`src/rtl/rr_arbiter8.sv`:
```
// Eight-way round-robin arbiter for a shared resource, with a bounded hold time.
// Grants are registered and always separated by one idle cycle.
module rr_arbiter8 #(
    parameter int unsigned MAX_HOLD = 15
) (
    input  logic       clk,
    input  logic       rst,
    input  logic [7:0] req,
    input  logic       done,
    output logic [7:0] grant,
    output logic [2:0] grant_idx,
    output logic       busy,
    output logic       timeout
);

    typedef enum logic {
        IDLE  = 1'b0,
        GRANT = 1'b1
    } state_t;

    localparam logic [7:0] HOLD_LAST = 8'(MAX_HOLD - 1);

    state_t     state_q, state_d;
    logic [2:0] ptr_q, ptr_d;
    logic [7:0] hold_cnt_q, hold_cnt_d;
    logic [7:0] grant_q, grant_d;
    logic [2:0] grant_idx_q, grant_idx_d;
    logic       busy_q, busy_d;
    logic       timeout_q, timeout_d;

    logic       found_s;
    logic [2:0] sel_s;
    logic       withdraw_s;
    logic       hold_hit_s;
    logic       release_s;

    // Rotating priority scan: first set request at or after ptr, wrapping 7->0.
    always_comb begin
        logic [2:0] cand;
        found_s = 1'b0;
        sel_s   = ptr_q;
        cand    = ptr_q;
        for (int i = 0; i < 8; i++) begin
            cand = ptr_q + 3'(i);
            if (!found_s && req[cand]) begin
                found_s = 1'b1;
                sel_s   = cand;
            end else begin
                found_s = found_s;
            end
        end
    end

    assign withdraw_s = ~req[grant_idx_q];
    assign hold_hit_s = (hold_cnt_q == HOLD_LAST);
    assign release_s  = done | withdraw_s | hold_hit_s;

    // Next-state and next-output logic.
    always_comb begin
        state_d     = state_q;
        ptr_d       = ptr_q;
        hold_cnt_d  = hold_cnt_q;
        grant_d     = grant_q;
        grant_idx_d = grant_idx_q;
        busy_d      = busy_q;
        timeout_d   = 1'b0;
        case (state_q)
            IDLE: begin
                if (found_s) begin
                    grant_d     = 8'd1 << sel_s;
                    grant_idx_d = sel_s;
                    busy_d      = 1'b1;
                    hold_cnt_d  = 8'd0;
                    state_d     = GRANT;
                end else begin
                    grant_d = 8'd0;
                    busy_d  = 1'b0;
                end
            end
            GRANT: begin
                if (release_s) begin
                    grant_d   = 8'd0;
                    busy_d    = 1'b0;
                    ptr_d     = grant_idx_q + 3'd1;
                    state_d   = IDLE;
                    // Timeout flags only a release forced purely by the hold limit.
                    timeout_d = hold_hit_s & ~done & ~withdraw_s;
                end else begin
                    hold_cnt_d = hold_cnt_q + 8'd1;
                end
            end
            default: begin
                state_d = IDLE;
                grant_d = 8'd0;
                busy_d  = 1'b0;
            end
        endcase
    end

    // State and output registers with synchronous reset.
    always_ff @(posedge clk) begin
        if (rst) begin
            state_q     <= IDLE;
            ptr_q       <= 3'd0;
            hold_cnt_q  <= 8'd0;
            grant_q     <= 8'd0;
            grant_idx_q <= 3'd0;
            busy_q      <= 1'b0;
            timeout_q   <= 1'b0;
        end else begin
            state_q     <= state_d;
            ptr_q       <= ptr_d;
            hold_cnt_q  <= hold_cnt_d;
            grant_q     <= grant_d;
            grant_idx_q <= grant_idx_d;
            busy_q      <= busy_d;
            timeout_q   <= timeout_d;
        end
    end

    assign grant     = grant_q;
    assign grant_idx = grant_idx_q;
    assign busy      = busy_q;
    assign timeout   = timeout_q;

endmodule

```
`config.mk`:
```
export PLATFORM = sky130hd
export DESIGN_NAME = rr_arbiter8
export DESIGN_NICKNAME = d
export VERILOG_FILES = /design/src/rtl/rr_arbiter8.sv
export SDC_FILE = /design/constraint.sdc
export NUM_CORES = 1
export LEC_CHECK = 0
export ABC_AREA = 1
export BUFFER_PORTS_ARGS = -buffer_cell sky130_fd_sc_hd__buf_2
export CELL_PAD_IN_SITES_DETAIL_PLACEMENT = 0
export CELL_PAD_IN_SITES_GLOBAL_PLACEMENT = 2
export CORE_MARGIN = 2
export CORE_UTILIZATION = 29
export DETAILED_ROUTE_END_ITERATION = 10
export PLACE_DENSITY_LB_ADDON = 0.1
export SLEW_MARGIN = 20
export SYNTH_ARGS = -nofsm -noshare
export SYNTH_HDL_FRONTEND = slang
export SYNTH_SLANG_ARGS = --single-unit
```
`constraint.sdc`:
```
create_clock -name clk -period 2.35 [get_ports clk]
set_input_delay 0.235 -clock clk [delete_from_list [all_inputs] [get_ports clk]]
set_output_delay 0.235 -clock clk [all_outputs]
set_load 0.05 [all_outputs]
```
==> flow_summary.ini <==
[outcome]
status = complete, no violations

[synth]
synthArstFlopShare = 0
ys_types = 39
yosysTopAreaCell = dfxtp_1
synth_top_area_frac = 0.247
yosys-top-cells-area = dfxtp_1 25%, nand2_1 16%, nand3_1 9.9%
ys_dominant_reg_cell = dfxtp_1
synth.ff_latch_count = 25
seq_area_frac_synth = 0.247
synth-edff-count = 0
ys_warn_count = 0
synth_area_um2 = 2020
synthCells = 308
synth_nets = 324
syn_area_per_cell_um2 = 6.57

[routing]
wl_per_cell_um = 13.5
vias = 2163
drt_wl_total_mm = 5.99
ant_nets = 0
drc = 0
first_iter_violations = 61
viasPerCell = 4.89
drt-pass1-iter-count = 4

[floorplanning]
die_area_um2 = 7670
ioPinCount = 24
start_util = 0.300
die_w_um = 87.6
rows = 30
die_height_um = 87.6
coreArea_um2 = 6760

[placed_design]
dp_hpwl_mm = 4.80
dp_slack_ns = -0.102
portBuffers = 23
routabilityCongestion = 0.919

[grt]
grt_usage = 0.161
antenna_found_initial = 0
grt_max_degree = 15
grt_first_pass_wirelength_mm = 9.84
grt_util_met1 = 0.196
grt_pass1_vias = 2197
overflow = 0
grt.busiest_layer = met2
use_met3 = 0.0132
use_met2 = 0.301

[setup_path]
critical_path_class = register to register
crit_buf_inv = 4
cp_max_fo = 6
r2r_end = hold_cnt_q[4]
rr_worst_depth = 17
cp_slowest_cell = dfxtp_4
worstPathArrival_ns = 2.50
crit_family = simple AND/OR/NAND/NOR gates
r2r_slack_ns = 0.01
critPathLaunchType = register
required_ns = 2.51
reg2reg_from = ptr_q[1]
cpMostUsedCell = nor2_4
worstSetupEndpointType = register
critPathMaxStageDelay_ns = 0.39
path_cells = inv_2 -> ha_4 -> inv_6 -> nand3_2 -> nand3_2 -> nand2_2 -> nor2_4 -> nand4_4 -> nor2_4 -> nand2_2 -> nor2_4 -> nor2_4 -> nor2_8 -> inv_4 -> buf_4 -> a31oi_1 -> a21oi_1

[timing]
slew_viol_final = 0
max_freq_mhz = 428
period_share = 0.995
relSlewSlack = 0.710
whs_ns = 0.233
min_period_ns = 2.34
rsz0062_at_grt = true
setup-violations-final = 0
fin_skew_ns = 0.00507
tightestPinTransition_ns = 0.431
fin_ws_ns = 0.0120
hold_viol = 0

[pwr]
power_density_nw_per_um2 = 1200
total_power_mw = 3.28
ir_worst_vdd_v = 0.000537
leakage_nw = 1.19

[clock_network]
hold_buffers = 0
htree_num_levels = 1
cts_inserted_buffers = 3
cts_root_buffer = clkbuf_8
clk_pin_slew_ns = 0.09
clk_latency_ns = 0.27
cts_tree = yes
cts_max_path_buffers = 2
cts.sinks = 25

[min_path]
hold_class = input port to register
hold_start = done
hold_depth = 4
holdPathEnd = timeout

[layout]
mostFrequentLayoutCells = 73 x nand2_1, 31 x buf_4, 27 x nand3_1, 23 x nand2_2, 23 x buf_2
final_nets = 379
final_common_cell = nand2_1
synthToLayoutAreaGrowth_pct = 34.8
drive_gt1_frac = 0.401
num_antenna_cells = 0

[job]
cap_violations = 0
==> power by group <==
part | switching (mW) | total [mW] | leakage (nW) | internal, mW
Combinational | 1.54 | 2.44 | 0.967 | 0.893
Sequential | 0.0835 | 0.591 | 0.205 | 0.507
Clock | 0.135 | 0.256 | 0.0228 | 0.121
Total | 1.76 | 3.28 | 1.19 | 1.52
==> worst reg2reg max path, delay by kind of cell, from the launching register on <==
| family | cells | cell delay, ns |
|---|---|---|
| fa+ha+maj | 1 | 0.28 |
| compound gates | 2 | 0.20 |
| flops | 1 | 0.39 |
| simple gates | 10 | 1.02 |
| buf+inv | 4 | 0.35 |
==> cells in the mapped netlist (all sizes together) (2+ instances only) <==
master,instances
ha,5
inv,30
nand3,46
nand4,11
nor2,28
buf,4
xor2,4
nor3,4
o21ai,12
nand2,104
a31oi,2
clkbuf,2
dfxtp,25
a21oi,21
clkinv,2
==> sequential cells by signal, indices dropped and copies added, names as in the netlist <==
| name | flops |
|---|---|
| grant_idx | 3 |
| hold_cnt_q | 8 |
| busy | 1 |
| state_q | 1 |
| ptr_q | 3 |
| grant | 8 |
| timeout | 1 |
==> kinds of logic after synthesis <==
kind of cell | count (synthesis) | share of synthesized area
compound gates | 41 | 0.121
simple gates | 194 | 0.490
mux | 1 | 0.00494
buf+inv | 38 | 0.0884
xor+xnor | 4 | 0.0173
flops | 25 | 0.247
fa+ha+maj | 5 | 0.0309
==> final cells by class <==
cell class | count | area [µm²]
flip-flops and latches | 25 | 509
fillers | 729 | 4030
repair buffers | 56 | 370
multi-input cells | 245 | 1570
inverters | 32 | 135
clock buffers | 4 | 45.0
well taps | 80 | 100
==> routing by layer <==
| metal | part of all wire | vias to the layer above | wire length [µm] |
|---|---|---|---|
| met4 | 0.013 | 0 | 77 |
| met2 | 0.51 | 27 | 3080 |
| li1 | - | 1134 | - |
| met3 | 0.017 | 8 | 102 |
| met5 | 0 | - | 0 |
| met1 | 0.46 | 994 | 2730 |
==> repair_timing <==
| item | in CTS | in global routing |
|---|---|---|
| gates resized for setup | 5 | 53 |
| endpoints found under the setup margin | 15 | 19 |
| pin swaps | 0 | 12 |
| hold endpoints to repair | 0 | 0 |
| buffers inserted | 0 | 3 |
==> per-stage QoR <==
| step | setup TNS, ns | util | instances | instance area (µm²) |
|---|---|---|---|---|
| 2_1_floorplan | 0 | - | 308 | 2040 |
| 3_3_place_gp | -0.447 | 0.360 | 435 | 2430 |
| 3_5_place_dp | -0.561 | 0.360 | 435 | 2430 |
| 4_1_cts | 0 | 0.369 | 439 | 2490 |
| 5_1_grt | -1.55 | 0.404 | 442 | 2730 |
| 6_report | 0 | 0.404 | 442 | 2730 |
==> worst max path at each step <==
stage          startpoint            end  slack [ns]  cells after the start
2_1_floorplan    ptr_q[0]  hold_cnt_q[5]       0.005                     19
3_3_place_gp     ptr_q[0]  hold_cnt_q[4]        -0.1                     15
3_5_place_dp     ptr_q[0]  hold_cnt_q[4]       -0.10                     16
4_1_cts          ptr_q[0]  hold_cnt_q[4]      0.0004                     16
5_1_grt          ptr_q[0]       grant[1]       -0.17                     19
6_report         ptr_q[1]  hold_cnt_q[4]        0.01                     17
No activity file was read; power rests on OpenSTA's default activity.
